--- src/rtl/uart_prog_loader_if.sv ---
// Memory programming bus driven by the UART loader into port B of IFetch/DMem.
interface uart_prog_loader_if;
  logic        wen;   // one-cycle word write strobe
  logic [14:0] adr;   // [14] memory select (0 = instr, 1 = data), [13:0] word address
  logic [31:0] dat;   // write data word
  logic        done;  // sticky programming-complete flag

  modport master (output wen, adr, dat, done);
  modport slave  (input  wen, adr, dat, done);
endinterface

--- src/rtl/uart_prog_loader.sv ---
// UART bootloader front-end: receives framed program sections over RX, issues
// word writes on the programming bus and returns one-byte status replies on TX.
module uart_prog_loader #(
  parameter int CLKS_PER_BIT   = 87,
  parameter int TIMEOUT_CYCLES = 10000000
) (
  input  logic               upg_clk_i,
  input  logic               upg_rst_i,
  input  logic               upg_rx_i,
  output logic               upg_clk_o,
  output logic               upg_tx_o,
  uart_prog_loader_if.master upg
);

  localparam int CNT_W = $clog2(CLKS_PER_BIT);
  localparam int TO_W  = $clog2(TIMEOUT_CYCLES + 2);
  localparam logic [CNT_W-1:0] BIT_LAST  = CNT_W'(CLKS_PER_BIT - 1);
  localparam logic [CNT_W-1:0] HALF_LAST = CNT_W'(CLKS_PER_BIT / 2 - 1);

  localparam logic [7:0] CMD_INSTR = 8'h49;  // 'I'
  localparam logic [7:0] CMD_DATA  = 8'h44;  // 'D'
  localparam logic [7:0] CMD_GO    = 8'h47;  // 'G'
  localparam logic [7:0] RPL_OK    = 8'h4B;  // 'K'
  localparam logic [7:0] RPL_BAD   = 8'h3F;  // '?'
  localparam logic [7:0] RPL_ABORT = 8'h21;  // '!'

  typedef enum logic [2:0] {L_CMD, L_LEN0, L_LEN1, L_DATA, L_GO} ld_state_t;

  assign upg_clk_o = upg_clk_i;

  // ---------------- RX path ----------------
  logic             rx_meta, rx_sync, rx_prev;
  logic             rx_busy;
  logic [CNT_W-1:0] rx_cnt;
  logic [3:0]       rx_bit;    // 0 = start check, 1..8 = data, 9 = stop
  logic [7:0]       rx_byte;
  logic             byte_valid, frame_err;

  // Two-flop synchronizer plus one delay stage for falling-edge detection.
  always_ff @(posedge upg_clk_i) begin
    // NOTE: sequential state always uses non-blocking (<=) so every flop samples pre-edge values.
    if (upg_rst_i) begin
      rx_meta <= 1'b1;
      rx_sync <= 1'b1;
      rx_prev <= 1'b1;
    end else begin
      rx_meta <= upg_rx_i;
      rx_sync <= rx_meta;
      rx_prev <= rx_sync;
    end
  end

  // Receiver: verify start at half bit, shift data LSB first, check stop bit.
  always_ff @(posedge upg_clk_i) begin
    if (upg_rst_i) begin
      rx_busy    <= 1'b0;
      rx_cnt     <= '0;
      rx_bit     <= '0;
      rx_byte    <= '0;
      byte_valid <= 1'b0;
      frame_err  <= 1'b0;
    end else begin
      byte_valid <= 1'b0;
      frame_err  <= 1'b0;
      if (!rx_busy) begin
        if (rx_prev && !rx_sync) begin
          rx_busy <= 1'b1;
          rx_cnt  <= '0;
          rx_bit  <= '0;
        end
      end else if (rx_cnt == ((rx_bit == 4'd0) ? HALF_LAST : BIT_LAST)) begin
        rx_cnt <= '0;
        if (rx_bit == 4'd0) begin
          if (rx_sync) rx_busy <= 1'b0;   // false start
          else         rx_bit  <= 4'd1;
        end else if (rx_bit == 4'd9) begin
          rx_busy    <= 1'b0;
          byte_valid <= rx_sync;
          frame_err  <= !rx_sync;
        end else begin
          rx_byte <= {rx_sync, rx_byte[7:1]};
          rx_bit  <= rx_bit + 4'd1;
        end
      end else begin
        rx_cnt <= rx_cnt + 1'b1;
      end
    end
  end

  // ---------------- Loader FSM ----------------
  ld_state_t        state, state_next;
  logic             reply_req;
  logic [7:0]       reply_byte;
  logic             sel;
  logic [15:0]      len, word_cnt;
  logic [13:0]      addr;
  logic [1:0]       byte_idx;
  logic [31:0]      word;
  logic [TO_W-1:0]  idle_cnt;
  logic             abort;

  assign abort = frame_err || (idle_cnt == TO_W'(TIMEOUT_CYCLES));

  // Loader state register.
  always_ff @(posedge upg_clk_i) begin
    if (upg_rst_i) state <= L_CMD;
    else           state <= state_next;
  end

  // Loader next-state decode and reply requests.
  always_comb begin
    // NOTE: defaults first so every path assigns every output and no latch is inferred.
    state_next = state;
    reply_req  = 1'b0;
    reply_byte = RPL_OK;
    case (state)
      L_CMD: begin
        if (byte_valid) begin
          case (rx_byte)
            CMD_INSTR, CMD_DATA: state_next = L_LEN0;
            CMD_GO:              state_next = L_GO;
            default: begin
              reply_req  = 1'b1;
              reply_byte = RPL_BAD;
            end
          endcase
        end
      end
      L_LEN0, L_LEN1, L_DATA: begin
        if (abort) begin
          reply_req  = 1'b1;
          reply_byte = RPL_ABORT;
          state_next = L_CMD;
        end else if (byte_valid) begin
          if (state == L_LEN0) begin
            state_next = L_LEN1;
          end else if (state == L_LEN1) begin
            if ({rx_byte, len[7:0]} == 16'd0) begin
              reply_req  = 1'b1;
              state_next = L_CMD;
            end else begin
              state_next = L_DATA;
            end
          end else if (byte_idx == 2'd3 && word_cnt == len - 16'd1) begin
            reply_req  = 1'b1;
            state_next = L_CMD;
          end
        end
      end
      L_GO: begin
        reply_req  = 1'b1;
        state_next = L_CMD;
      end
      default: state_next = L_CMD;
    endcase
  end

  // Loader datapath: section header capture, word assembly and write strobe.
  always_ff @(posedge upg_clk_i) begin
    if (upg_rst_i) begin
      sel      <= 1'b0;
      len      <= '0;
      word_cnt <= '0;
      addr     <= '0;
      byte_idx <= '0;
      word     <= '0;
      idle_cnt <= '0;
      upg.wen  <= 1'b0;
      upg.adr  <= '0;
      upg.dat  <= '0;
      upg.done <= 1'b0;
    end else begin
      upg.wen  <= 1'b0;
      idle_cnt <= (byte_valid || state == L_CMD || state == L_GO) ? '0 : idle_cnt + 1'b1;
      if (state == L_GO) upg.done <= 1'b1;
      if (byte_valid) begin
        case (state)
          L_CMD: begin
            if (rx_byte == CMD_INSTR)     sel <= 1'b0;
            else if (rx_byte == CMD_DATA) sel <= 1'b1;
          end
          L_LEN0: len[7:0] <= rx_byte;
          L_LEN1: begin
            len[15:8] <= rx_byte;
            addr      <= '0;
            byte_idx  <= '0;
            word_cnt  <= '0;
          end
          L_DATA: begin
            word     <= {rx_byte, word[31:8]};
            byte_idx <= byte_idx + 2'd1;
            if (byte_idx == 2'd3) begin
              upg.wen  <= 1'b1;
              upg.adr  <= {sel, addr};
              upg.dat  <= {rx_byte, word[31:8]};
              addr     <= addr + 14'd1;
              word_cnt <= word_cnt + 16'd1;
            end
          end
          default: ;
        endcase
      end
    end
  end

  // ---------------- TX path ----------------
  logic             tx_busy, pend_valid;
  logic [7:0]       pend_byte;
  logic [9:0]       tx_shift;
  logic [CNT_W-1:0] tx_cnt;
  logic [3:0]       tx_bit;
  logic             tx_free, tx_load;

  assign tx_free  = !tx_busy || (tx_cnt == BIT_LAST && tx_bit == 4'd9);
  assign tx_load  = tx_free && (pend_valid || reply_req);
  assign upg_tx_o = tx_shift[0];

  // 8N1 transmitter with a one-entry pending reply that is overwritten when full.
  always_ff @(posedge upg_clk_i) begin
    if (upg_rst_i) begin
      tx_busy    <= 1'b0;
      tx_shift   <= '1;
      tx_cnt     <= '0;
      tx_bit     <= '0;
      pend_valid <= 1'b0;
      pend_byte  <= '0;
    end else begin
      if (reply_req && !(tx_free && !pend_valid)) begin
        pend_valid <= 1'b1;
        pend_byte  <= reply_byte;
      end else if (tx_load) begin
        pend_valid <= 1'b0;
      end
      if (tx_load) begin
        tx_busy  <= 1'b1;
        tx_shift <= {1'b1, (pend_valid ? pend_byte : reply_byte), 1'b0};
        tx_cnt   <= '0;
        tx_bit   <= '0;
      end else if (tx_busy) begin
        if (tx_cnt == BIT_LAST) begin
          tx_cnt   <= '0;
          tx_shift <= {1'b1, tx_shift[9:1]};
          tx_bit   <= tx_bit + 4'd1;
          if (tx_bit == 4'd9) tx_busy <= 1'b0;
        end else begin
          tx_cnt <= tx_cnt + 1'b1;
        end
      end
    end
  end

endmodule
--- src/flat_wrapper.sv ---
// flat-port wrapper written by rule: the top's interface ports become plain ports
module uart_prog_loader_flat 
#(
  parameter int CLKS_PER_BIT   = 87,
  parameter int TIMEOUT_CYCLES = 10000000
)
  (upg_clk_i, upg_rst_i, upg_rx_i, upg_clk_o, upg_tx_o, upg_wen, upg_adr, upg_dat, upg_done);
  uart_prog_loader_if upg_i ();
  input  logic upg_clk_i;
  input  logic upg_rst_i;
  input  logic upg_rx_i;
  output logic upg_clk_o;
  output logic upg_tx_o;
  output wire logic [$bits(upg_i.wen)-1:0] upg_wen;
  output wire logic [$bits(upg_i.adr)-1:0] upg_adr;
  output wire logic [$bits(upg_i.dat)-1:0] upg_dat;
  output wire logic [$bits(upg_i.done)-1:0] upg_done;
  assign upg_wen = upg_i.wen;
  assign upg_adr = upg_i.adr;
  assign upg_dat = upg_i.dat;
  assign upg_done = upg_i.done;
  uart_prog_loader #(.CLKS_PER_BIT(CLKS_PER_BIT), .TIMEOUT_CYCLES(TIMEOUT_CYCLES)) u_core (.upg_clk_i(upg_clk_i), .upg_rst_i(upg_rst_i), .upg_rx_i(upg_rx_i), .upg_clk_o(upg_clk_o), .upg_tx_o(upg_tx_o), .upg(upg_i));
endmodule
--- config.mk ---
export PLATFORM = sky130hd
export DESIGN_NAME = uart_prog_loader_flat
export DESIGN_NICKNAME = d
export VERILOG_FILES = /design/src/rtl/uart_prog_loader_if.sv /design/src/rtl/uart_prog_loader.sv /design/src/flat_wrapper.sv
export SDC_FILE = /design/constraint.sdc
export NUM_CORES = 1
export LEC_CHECK = 0
export BUFFER_PORTS_ARGS = -buffer_cell sky130_fd_sc_hd__buf_4
export CAP_MARGIN = 20
export CORE_ASPECT_RATIO = 0.75
export CORE_MARGIN = 10
export CORE_UTILIZATION = 26
export DETAILED_ROUTE_END_ITERATION = 8
export GPL_TIMING_DRIVEN = 0
export HOLD_SLACK_MARGIN = 0.1
export PLACE_DENSITY = 0.49
export SLEW_MARGIN = 5
export SYNTH_ARGS = -nofsm -noshare
export SYNTH_HDL_FRONTEND = slang
export SYNTH_SLANG_ARGS = --single-unit
--- constraint.sdc ---
create_clock -name upg_clk_i -period 4.2 [get_ports upg_clk_i]
set_input_delay 0.42 -clock upg_clk_i [delete_from_list [all_inputs] [get_ports upg_clk_i]]
set_output_delay 0.42 -clock upg_clk_i [all_outputs]
set_load 0.1 [all_outputs]
==> impl_results.md, run 1 <==
* Die Ht at around 180 um
* Largest net degree at the start of global routing at 14
* Filler instances at roughly 3600
* Syn Nets at about 1100
* Async set-reset flop share out of synthesis at 0
* Die area at ~42000 sq um
* Number of diodes at 0
* Aggregate negative setup slack at 0 ns
* Post-synthesis sequential area ratio at 0.456
* Synthesized area per cell at 8.16 sq um
* Final RePlAce weighted congestion at between 0.7 and 0.8
* RSZ-0062 raised after global routing: false
* Final antenna-violating net count at 0
* First-pass iteration count of the detailed router at 4
* EDFF count, synth at 0
* Tmin final at about 3.2 ns
* Worst Hold Slack at approximately 0.34 ns
* Count of vias placed by the detailed router at around 7500
* Synth cell types at 71
* Number of DRC violations after detailed routing at 0
* Clock Skew at about 0.0098 ns
* Met2 layer usage reported by global route at 0.147
* Layout Cells excl Fill at around 1600
* Syn. warnings at 0
* Wire length of the first global-routing pass at around 37000 um
* All-layer global routing usage at 0.105
* Count of port buffers added during placement at between 50 and 60
* DRT Wirelength at roughly 22000 um
* Arrival time of the worst setup path at around 3.7 ns
* Global-route track usage on met1 at 0.161
* Crit path max fanout at 8
* Share of layout cells above drive strength 1 at 0.109
* Overflow left after global routing at 0
* Detailed Place HPWL at ~16000 um
* Netlist area before placement at around 8800 sq um
* Final setup viols at 0
* Tightest Pin Transition at approximately 0.8 ns
* GRT busiest layer: met1
* Capturing element type of the critical path: register
* Worst-Skew Late Latency at just over 0.6 ns
* Via count of the first global-routing pass at between 7000 and 8000
* Worst rel slew slack at 0.468
* Placeable core region at between 30000 and 40000 sq um
* Number of rows created at floorplan at 58
* Number of antenna violations at the first check in global routing at 0
* Class of the most critical hold timing path: input port to register
* Top area cells in the synthesized netlist: sky130_fd_sc_hd__dfxtp_1 (46%), sky130_fd_sc_hd__nand2_1 (9.4%), sky130_fd_sc_hd__a21oi_1 (7.6%)
* Post-DR vias/cell at between 4 and 5
* IO Count at between 50 and 60
* Fraction of the cycle the final worst path needs at 0.764
* Worst endpoint required time at between 4 and 5 ns
* Area Growth Syn to Fin at 20.6%
* Number of maximum-capacitance violations at 0
* Nets at between 1000 and 1500
* Clock tree from TritonCTS: built
* Met3 track demand over resource in global routing at 0.0201
* Post-synthesis cell count at ~1100
* Final max-slew violation count at 0
* Hold violation total from the final report at 0
* Leading register cell type out of synthesis: sky130_fd_sc_hd__dfxtp_1
* Starting density of the core at 0.263
* Highest ir drop seen on vdd at between 0.2 and 0.25 mV
* Yosys top cell by area: sky130_fd_sc_hd__dfxtp_1
* Total chip power at between 4000 and 5000 uW
* Initial drt markers at roughly 480
* Post-detailed-route wirelength per cell at approximately 14 um
* Total setup buffers inserted after CTS at 0
* Static leakage power at 0.00371 uW
* Type of origin of the critical path: register
* Pwr dens at roughly 400 nW/um^2
* Flops & latches, synth at 201
* Highest achievable clock rate at slightly above 0.3 GHz
* WS Path Type: register to register
* Status: complete, no violations
* Clock-pin slew of the registers on the worst-case setup and hold paths at roughly 0.06 ns
* Share of the synthesized area in the top cell type at 0.456
* Cell count after placement at roughly 1600
* Die X at 233 um
## cells in the mapped netlist (all sizes together), types with 3 or more instances
| cell | count |
|---|---|
| nand3b | 5 |
| dfxtp | 201 |
| nor3b | 5 |
| buf | 8 |
| or3b | 4 |
| nor4 | 9 |
| and3b | 3 |
| a21o | 4 |
| ha | 16 |
| a31oi | 4 |
| nand2 | 222 |
| a41oi | 3 |
| nand4 | 20 |
| nor2b | 10 |
| nor4b | 5 |
| nand2b | 8 |
| or2 | 7 |
| nor3 | 23 |
| and3 | 16 |
| mux2i | 13 |
| a21oi | 135 |
| xnor2 | 23 |
| nor2 | 103 |
| xor2 | 39 |
| a221oi | 4 |
| o21ai | 31 |
| a211oi | 3 |
| inv | 21 |
| nand3 | 32 |
| or4 | 5 |
| clkbuf | 53 |
| or3 | 13 |
| and2 | 4 |
## final timing paths
path	startpoint	end	slack, ns	cells after the start
setup / recovery	u_core.len[0]	u_core.pend_byte[4]	0.99	10
hold / removal	upg_rst_i	u_core.idle_cnt[7]	0.34	4
setup reg to reg	u_core.len[0]	u_core.pend_byte[4]	0.99	10
hold reg to reg	u_core.rx_meta	u_core.rx_sync	0.41	1
## metrics by stage
stage | utilization | setup slack, ns | cell area [sq um]
6_report | 0.318 | 0.991 | 10700
5_1_grt | 0.318 | 0.774 | 10700
4_1_cts | 0.318 | 0.990 | 10700
3_5_place_dp | 0.292 | 0.985 | 9790
3_3_place_gp | 0.292 | 1.01 | 9790
2_1_floorplan | - | 1.47 | 8830
## routing by layer
| layer | vias up | part of all wire |
|---|---|---|
| met5 | - | 0 |
| met4 | 0 | 0.016 |
| met3 | 29 | 0.038 |
| met2 | 111 | 0.40 |
| met1 | 3481 | 0.55 |
| li1 | 3863 | - |
## worst max-delay path, cell delays in order (launching register included)
cell and delay [ns]:
sky130_fd_sc_hd__dfxtp_1 0.37, sky130_fd_sc_hd__inv_1 0.10, sky130_fd_sc_hd__ha_1 0.25, sky130_fd_sc_hd__nor3b_2 0.37, sky130_fd_sc_hd__and2_1 0.22, sky130_fd_sc_hd__nand3_1 0.08, sky130_fd_sc_hd__a221o_1 0.37, sky130_fd_sc_hd__nor4_4 0.49
sky130_fd_sc_hd__o21a_1 0.35, sky130_fd_sc_hd__o21ai_1 0.20, sky130_fd_sc_hd__a31o_2 0.31
## cell families (layout without fill, tap and decap cells)
family / Yosys count / in the layout / synth area share
AOI/OAI and AO/OA: 205 / 205 / 0.134
xor gates and xnor gates: 63 / 63 / 0.0640
buffers and inverters: 83 / 180 / 0.0378
and+or+nand+nor: 500 / 500 / 0.269
muxes: 15 / 15 / 0.0173
adders and majority gates: 16 / 16 / 0.0227
DFF: 201 / 201 / 0.456
## registers in the layout, summed over array words and instances, names as in the netlist, 2 cells and up
signal	count
u_core.addr	14
u_core.byte_idx	2
u_core.idle_cnt	24
u_core.len	16
u_core.pend_byte	5
u_core.rx_bit	4
u_core.rx_byte	8
u_core.rx_cnt	7
u_core.state	3
u_core.tx_bit	4
u_core.tx_cnt	7
u_core.tx_shift	9
u_core.upg.adr	15
u_core.upg.dat	32
u_core.word	24
u_core.word_cnt	16
## timing repair
item	in CTS	in global routing
resized for setup	0	0
endpoints found under the hold margin	1	0
hold buffers	1	0
## placed cells by master (no fill, tap or decap), types with 4 or more instances in the layout
cell / synthesis / routed
sky130_fd_sc_hd__a21oi_1: 135 / 135
sky130_fd_sc_hd__a221oi_1: 4 / 4
sky130_fd_sc_hd__and2_1: 4 / 4
sky130_fd_sc_hd__and3_1: 16 / 16
sky130_fd_sc_hd__buf_4: 1 / 54
sky130_fd_sc_hd__clkbuf_1: 53 / 59
sky130_fd_sc_hd__clkbuf_16: 0 / 26
sky130_fd_sc_hd__clkbuf_8: 0 / 5
sky130_fd_sc_hd__dfxtp_1: 201 / 201
sky130_fd_sc_hd__ha_1: 16 / 16
sky130_fd_sc_hd__inv_1: 21 / 21
sky130_fd_sc_hd__mux2i_1: 13 / 13
sky130_fd_sc_hd__nand2_1: 222 / 222
sky130_fd_sc_hd__nand2b_1: 8 / 8
sky130_fd_sc_hd__nand3_1: 32 / 32
sky130_fd_sc_hd__nand3b_1: 5 / 5
sky130_fd_sc_hd__nand4_1: 20 / 20
sky130_fd_sc_hd__nor2_1: 103 / 103
sky130_fd_sc_hd__nor2b_1: 10 / 10
sky130_fd_sc_hd__nor3_1: 21 / 21
sky130_fd_sc_hd__nor3b_1: 4 / 4
sky130_fd_sc_hd__nor4_1: 5 / 5
sky130_fd_sc_hd__nor4b_1: 5 / 5
sky130_fd_sc_hd__o21ai_0: 30 / 30
sky130_fd_sc_hd__or2_2: 6 / 6
sky130_fd_sc_hd__or3_1: 13 / 13
sky130_fd_sc_hd__or3b_2: 4 / 4
sky130_fd_sc_hd__xnor2_1: 23 / 23
sky130_fd_sc_hd__xor2_1: 39 / 39
## layout make-up
cell class	count	area (sq um)	share of cell area
clock inverter	6	105	0.00987
tap	450	563	0.0529
inverter	22	82.6	0.00775
buffer	61	251	0.0236
timing repair buffer	53	400	0.0376
clock buffer	38	749	0.0704
sequential	201	4020	0.378
multi-input combinational	799	4480	0.420
## power breakdown
group / leakage [uW] / switching [uW] / internal (uW)
sequential: 0.00162 / 3.60 / 1910
combinational: 0.00166 / 44.0 / 12.0
clock: 0.000427 / 888 / 1420
No activity file was read; power rests on OpenSTA's default activity.
==> run 2: changes to the inputs <==
Clock period 4.2 ns to 3.22 ns, I/O delays scaled along.
==> run 2 against run 1 <==
  * Critical path depth rose by 2
  * Clock skew rose by 0.0020 ns
  * Clock power rose by 30%
  * Largest cell class unchanged
  * Via count fell by 0.23%
  * Power rose by 30%
==> impl_results.md, run 2 (same netlist as run 1, synthesis figures left out) <==
* Status: complete, no violations (unchanged)
* Power dissipated by switching net loads at 1220 uW (was 936 uW)
* Most flops, register: u_core.upg.dat (unchanged)
* Number of DRC violations after detailed routing at 0 (unchanged)
* Number of diodes at 0 (unchanged)
* Cell-by-cell listing of the critical path: inv_1, ha_2, nor3b_4, and3_1, a211o_2, a31oi_2, nor4_4, buf_4, o311a_4, or2_1, buf_6, nor3_2 (was inv_1, ha_1, nor3b_2, and2_1, nand3_1, a221o_1, nor4_4, o21a_1, o21ai_1, a31o_2)
* Highest achievable clock rate at 0.330 GHz (was 0.312 GHz)
* Count of port buffers added during placement at 53 (unchanged)
* First-pass iteration count of the detailed router at 5 (was 4)
* Hold Crit Start: upg_rst_i (unchanged)
* Internal Dissipation at 4360 uW (was 3340 uW)
* Placeable core region at 33500 sq um (unchanged)
* Clock Skew at 0.0118 ns (was 0.00977 ns)
* Fraction of the cycle the final worst path needs at 0.940 (was 0.764)
* Share of layout cells above drive strength 1 at 0.116 (was 0.109)
* Tightest Pin Transition at 0.794 ns (was 0.791 ns)
* Starting density of the core at 0.263 (unchanged)
* Reg-to-reg startpoint: u_core.len[1] (was u_core.len[0])
* Switching Share at 0.218 (was 0.219)
* RSZ-0062 raised after global routing: false (unchanged)
* IO Count at 54 (unchanged)
* Final max-slew violation count at 0 (unchanged)
* Crit path max fanout at 10 (was 8)
* Biggest registers after layout: u_core.upg.dat: 32 flops, u_core.idle_cnt: 24 flops, u_core.word: 24 flops (unchanged)
* Final antenna-violating net count at 0 (unchanged)
* Via count of the first global-routing pass at 7056 (unchanged)
* CP Buf/Inv Count at 3 (was 1)
* DRT Wirelength at 22400 um (was 22300 um)
* Highest ir drop seen on vdd at 0.324 mV (was 0.250 mV)
* Filler instances at 3615 (was 3619)
* Number of antenna violations at the first check in global routing at 0 (unchanged)
* Clk pwr share at 0.539 (was 0.540)
* Post-DR vias/cell at 4.58 (was 4.59)
* Hold violation total from the final report at 0 (unchanged)
* Nets at 1182 (was 1183)
* Worst Hold Path Cells at 4 (unchanged)
* Most frequent standard cell in the layout excluding fill and tap cells: sky130_fd_sc_hd__nand2_1 (unchanged)
* Arrival time of the worst setup path at 3.57 ns (was 3.73 ns)
* Worst-Skew Late Latency at 0.62 ns (about the same)
* Capturing element type of the critical path: register (unchanged)
* Cell area after layout at 10700 sq um (about the same)
* Count of vias placed by the detailed router at 7467 (was 7484)
* Worst rel slew slack at 0.467 (was 0.468)
* Initial drt markers at 459 (was 483)
* Worst-case hold path end point: u_core.idle_cnt[7] (unchanged)
* Worst reg-to-reg setup slack at 0.19 ns (was 0.99 ns)
* Total chip power at 5570 uW (was 4280 uW)
* Number of maximum-capacitance violations at 0 (unchanged)
* Placed instance area at 9790 sq um (unchanged)
* Aggregate negative setup slack at 0 ns (unchanged)
* Final setup viols at 0 (unchanged)
* Wire length of the first global-routing pass at 37400 um (unchanged)
* Combined flip-flop and latch cell area at 4030 sq um (was 4020 sq um)
* Die Ht at 180 um (unchanged)
* WS Path Type: register to register (unchanged)
* Area Growth Syn to Fin at 21.1% (was 20.6%)
* Detailed Place HPWL at 16000 um (unchanged)
* Cell count of the worst reg-to-reg path at 12 (was 10)
* Worst endpoint required time at 3.77 ns (was 4.72 ns)
* Final RePlAce weighted congestion at 0.760 (unchanged)
* Number of rows created at floorplan at 58 (unchanged)
* Seq pwr share at 0.448 (was 0.447)
* Part of the power in combinational logic at 0.013 (about the same)
* Type of origin of the critical path: register (unchanged)
* Static leakage power at 0.00373 uW (was 0.00371 uW)
* Layout Cells excl Fill at 1629 (was 1630)
* Die area at 41800 sq um (unchanged)
* Kind of cell adding the most delay to the critical path: compound AO/OA/AOI/OAI gates (unchanged)
* Area used by multi-input combinational logic at 4520 sq um (was 4480 sq um)
* Die X at 233 um (unchanged)
* Clock-pin slew of the registers on the worst-case setup and hold paths at 0.06 ns (about the same)
* Tmin final at 3.03 ns (was 3.21 ns)
* Cell type of the slowest stage on the worst timing path: sky130_fd_sc_hd__dfxtp_1 (was sky130_fd_sc_hd__nor4_4)
* Clock tree from TritonCTS: built (unchanged)
* All-layer global routing usage at 0.105 (unchanged)
* Cell count after placement at 1586 (unchanged)
* Largest net degree at the start of global routing at 14 (unchanged)
* Overflow left after global routing at 0 (unchanged)
* Class of the most critical hold timing path: input port to register (unchanged)
* Reg2Reg Capture Point: u_core.tx_cnt[4] (was u_core.pend_byte[4])
* Leading cell types in the layout, fill and taps excluded: sky130_fd_sc_hd__nand2_1 (222), sky130_fd_sc_hd__dfxtp_1 (200), sky130_fd_sc_hd__a21oi_1 (135) (was sky130_fd_sc_hd__nand2_1 (222), sky130_fd_sc_hd__dfxtp_1 (201), sky130_fd_sc_hd__a21oi_1 (135))
* Largest register FFs at 32 (unchanged)
* Pwr dens at 521 nW/um^2 (was 401 nW/um^2)
* Biggest cell delay along the critical path at 0.46 ns (was 0.49 ns)
* Worst slack, placed at 0.00461 ns (was 0.985 ns)
* Post-detailed-route wirelength per cell at 13.7 um (about the same)
* Final worst-path setup slack at 0.194 ns (was 0.991 ns)
[run 2: changes by cell type in the layout (fill, tap and decap cells not counted), sizes merged]
cell,previous run,this run
buf,61,62
clkbuf,90,88
[run 2: worst max path at each step]
stage                             start                  end  slack (ns)  cells after the start
final                     u_core.len[1]     u_core.tx_cnt[4]        0.19                     12
after global placement    u_core.len[0]  u_core.pend_byte[4]        0.03                     10
after floorplan           u_core.len[0]     u_core.tx_cnt[4]        0.50                     11
after detailed placement  u_core.len[0]  u_core.pend_byte[4]       0.005                     10
after global routing      u_core.len[1]     u_core.tx_cnt[4]        0.02                     12
after CTS                 u_core.len[0]  u_core.pend_byte[4]        0.01                     10
[run 2: metal layers]
metal | up-vias | global-route usage | part of all wire
met3 | 28 | 0.0201 | 0.037
met4 | 0 | 0.0238 | 0.015
met1 | 3463 | 0.161 | 0.54
met2 | 112 | 0.147 | 0.40
met5 | - | 0 | 0
li1 | 3864 | - | -
[run 2: metrics by stage]
step	util	hold slack, ns
after floorplan	-	0.389
after global placement	0.292	0.400
after detailed placement	0.292	0.398
after CTS	0.318	0.243
after global routing	0.319	0.304
final	0.319	0.237
[run 2: power groups by stage]
stage | Combinational, uW | Sequential [uW] | Clock [uW]
final | 73.4 | 2500 | 3010
after global routing | 82.9 | 2490 | 3190
after CTS | 76.0 | 2490 | 3090
after detailed placement | 74.4 | 2550 | 135
after global placement | 75.0 | 2550 | 135
after floorplan | 45.1 | 2550 | 117
[run 2: final cells by class]
class | count | area share
multi-input combinational | 799 | 0.422
sequential | 201 | 0.376
tap | 450 | 0.0526
clock inverter | 6 | 0.00983
clock buffer | 38 | 0.0701
timing repair buffer | 54 | 0.0381
buffer | 59 | 0.0229
inverter | 22 | 0.00772
[run 2: timing repair]
action,4_1_cts,5_1_grt
hold buffers,1,0
endpoints found under the hold margin,1,0
setup buffers,0,1
resized for setup,0,11
setup endpoints to repair,0,34
[run 2: worst register-to-register path, delay by kind of cell, from the launching register on]
family                   cells  cell delay, ns
AO/OA/AOI/OAI                3            0.99
adder cells (fa/ha/maj)      1            0.22
buffers and inverters        3            0.44
flip-flops                   1            0.46
AND/OR/NAND/NOR              5            0.86
==> run 3: changes to the inputs <==
Settings changed: PLACE_DENSITY 0.49 to 0.5.
Clock period 3.22 ns to 2.6 ns, I/O delays scaled along.
==> run 3 against run 2 <==
  * The run now ends with setup timing left
  * Combinational power up 38%
  * Via count up 2.2%
  * Global-route usage about the same
==> impl_results.md, run 3 (same netlist as run 1, synthesis figures left out) <==
* Final RePlAce weighted congestion at 0.753 (was 0.760)
* Aggregate negative setup slack at -2.15 ns (was 0 ns)
* Final worst-path setup slack at -0.182 ns (was 0.194 ns)
* Overflow left after global routing at 0 (unchanged)
* Initial drt markers at 440 (was 459)
* Wire length of the first global-routing pass at 37200 um (was 37400 um)
* All-layer global routing usage at 0.105 (about the same)
* Number of maximum-capacitance violations at 0 (unchanged)
* Pwr dens at 615 nW/um^2 (was 521 nW/um^2)
* Largest register FFs at 32 (unchanged)
* Largest net degree at the start of global routing at 14 (unchanged)
* Cell area after layout at 11200 sq um (was 10700 sq um)
* Post-detailed-route wirelength per cell at 14.0 um (was 13.7 um)
* Post-DR vias/cell at 4.62 (was 4.58)
* Clock tree from TritonCTS: built (unchanged)
* DRT Wirelength at 23200 um (was 22400 um)
* Filler instances at 3564 (was 3615)
* Starting density of the core at 0.263 (unchanged)
* Number of diodes at 0 (unchanged)
* Detailed Place HPWL at 16000 um (about the same)
* Final max-slew violation count at 0 (unchanged)
* Leading cell types in the layout, fill and taps excluded: sky130_fd_sc_hd__nand2_1 (221), sky130_fd_sc_hd__dfxtp_1 (190), sky130_fd_sc_hd__a21oi_1 (131) (was sky130_fd_sc_hd__nand2_1 (222), sky130_fd_sc_hd__dfxtp_1 (200), sky130_fd_sc_hd__a21oi_1 (135))
* Class of the most critical hold timing path: input port to register (unchanged)
* Share of layout cells above drive strength 1 at 0.182 (was 0.116)
* Clock Skew at 0.0159 ns (was 0.0118 ns)
* Count of port buffers added during placement at 53 (unchanged)
* Most frequent standard cell in the layout excluding fill and tap cells: sky130_fd_sc_hd__nand2_1 (unchanged)
* Type of origin of the critical path: register (unchanged)
* Fraction of the cycle the final worst path needs at 1.07 (was 0.940)
* Capturing element type of the critical path: register (unchanged)
* Tmin final at 2.78 ns (was 3.03 ns)
* Power dissipated by switching net loads at 1520 uW (was 1220 uW)
* Biggest registers after layout: u_core.upg.dat: 32 flops, u_core.idle_cnt: 24 flops, u_core.word: 24 flops (unchanged)
* Hold violation total from the final report at 0 (unchanged)
* Seq pwr share at 0.447 (was 0.448)
* WS Path Type: register to register (unchanged)
* Static leakage power at 0.00396 uW (was 0.00373 uW)
* Worst slack, placed at -0.526 ns (was 0.00461 ns)
* Die area at 41800 sq um (unchanged)
* Worst-Skew Late Latency at 0.63 ns (was 0.62 ns)
* Count of vias placed by the detailed router at 7633 (was 7467)
* Most flops, register: u_core.upg.dat (unchanged)
* Number of rows created at floorplan at 58 (unchanged)
* Internal Dissipation at 5390 uW (was 4360 uW)
* Die Ht at 180 um (unchanged)
* Highest achievable clock rate at 0.360 GHz (was 0.330 GHz)
* Highest ir drop seen on vdd at 0.575 mV (was 0.324 mV)
* Die X at 233 um (unchanged)
* Placed instance area at 9820 sq um (was 9790 sq um)
* Clk pwr share at 0.539 (about the same)
* Final antenna-violating net count at 0 (unchanged)
* Final setup viols at 20 (was 0)
* Status: complete, but fails checks (was complete, no violations)
* Arrival time of the worst setup path at 3.34 ns (was 3.57 ns)
* IO Count at 54 (unchanged)
* Clock-pin slew of the registers on the worst-case setup and hold paths at 0.06 ns (about the same)
* Via count of the first global-routing pass at 7036 (was 7056)
* Tightest Pin Transition at 0.818 ns (was 0.794 ns)
* Number of DRC violations after detailed routing at 0 (unchanged)
* Failing checks: setup timing
* Combined flip-flop and latch cell area at 4050 sq um (was 4030 sq um)
* Crit path max fanout at 5 (was 10)
* Worst endpoint required time at 3.16 ns (was 3.77 ns)
* Placeable core region at 33500 sq um (unchanged)
* Nets at 1207 (was 1182)
* RSZ-0062 raised after global routing: true (was false)
* First-pass iteration count of the detailed router at 4 (was 5)
* Worst rel slew slack at 0.450 (was 0.467)
* Number of antenna violations at the first check in global routing at 0 (unchanged)
* Area Growth Syn to Fin at 27.2% (was 21.1%)
* Switching Share at 0.220 (was 0.218)
* Area used by multi-input combinational logic at 4760 sq um (was 4520 sq um)
* Part of the power in combinational logic at 0.015 (was 0.013)
run 3: changes by cell type in the layout (fill, tap and decap cells not counted), moves of 4 or more:
cell,before,now
sky130_fd_sc_hd__dfxtp_1,200,190
sky130_fd_sc_hd__a21oi_2,0,4
sky130_fd_sc_hd__nor2_2,1,8
sky130_fd_sc_hd__o21ai_0,30,26
sky130_fd_sc_hd__clkbuf_2,1,9
sky130_fd_sc_hd__dfxtp_2,1,7
sky130_fd_sc_hd__a21oi_1,135,131
sky130_fd_sc_hd__dfxtp_4,0,4
sky130_fd_sc_hd__nor3_1,21,17
sky130_fd_sc_hd__buf_4,55,79
sky130_fd_sc_hd__nor2_1,102,94
sky130_fd_sc_hd__clkbuf_1,56,43
run 3: power groups by stage:
stage	Combinational, uW	Clock [uW]	Sequential [uW]
after detailed placement	90.9	167	3160
after global routing	114	3950	3080
final	101	3720	3090
after floorplan	55.8	145	3160
after global placement	91.3	167	3160
after CTS	94.4	3840	3090
run 3: worst max-delay path: stages (launching register included):
cell and delay, ns:
sky130_fd_sc_hd__dfxtp_4 0.37, sky130_fd_sc_hd__or4_4 0.59, sky130_fd_sc_hd__buf_6 0.15, sky130_fd_sc_hd__nor4_4 0.14, sky130_fd_sc_hd__xnor2_1 0.16, sky130_fd_sc_hd__nand4_1 0.16
sky130_fd_sc_hd__nor4_4 0.25, sky130_fd_sc_hd__buf_6 0.16, sky130_fd_sc_hd__buf_12 0.10, sky130_fd_sc_hd__o31ai_4 0.06, sky130_fd_sc_hd__or4_4 0.44, sky130_fd_sc_hd__a21oi_2 0.12
run 3: per-layer routing:
| layer | part of all wire | routed length, um | vias up | track usage |
|---|---|---|---|---|
| li1 | - | - | 3906 | - |
| met1 | 0.52 | 12100 | 3595 | 0.155 |
| met2 | 0.42 | 9740 | 107 | 0.153 |
| met3 | 0.040 | 936 | 25 | 0.0203 |
| met4 | 0.017 | 393 | 0 | 0.0241 |
| met5 | 0 | 0 | - | 0 |
run 3: area by class of cell:
type	count	share of cell area
multi-input cells	799	0.423
repair buffers	83	0.0605
flip-flops and latches	201	0.360
clock buffers	36	0.0659
well taps	450	0.0501
plain buffers	55	0.0218
clock inverters	7	0.0108
inverters	22	0.00757
run 3: metrics by stage:
stage,hold slack [ns],util,std cells,power [uW]
after floorplan,0.364,-,1083,3360
after global placement,0.401,0.293,1586,3420
after detailed placement,0.400,0.293,1586,3420
after CTS,0.175,0.327,1641,7020
after global routing,0.215,0.335,1653,7150
final,0.190,0.335,1653,6910
run 3: path summary, 6_finish.rpt:
kind	from	to	slack (ns)	cells after the start
setup / recovery	u_core.len[1]	u_core.state[1]	-0.18	11
setup reg to reg	u_core.len[1]	u_core.state[1]	-0.18	11
hold / removal	upg_rst_i	u_core.idle_cnt[7]	0.19	4
hold reg to reg	u_core.rx_meta	u_core.rx_sync	0.40	1
run 3: what timing repair did:
item                                   CTS  global route
endpoints found under the hold margin    1             0
cloned                                   0             1
buffers inserted                        17            12
setup endpoints to repair               88            82
resized for setup                       45            47
hold buffers                             1             0
pin swaps                               18            16
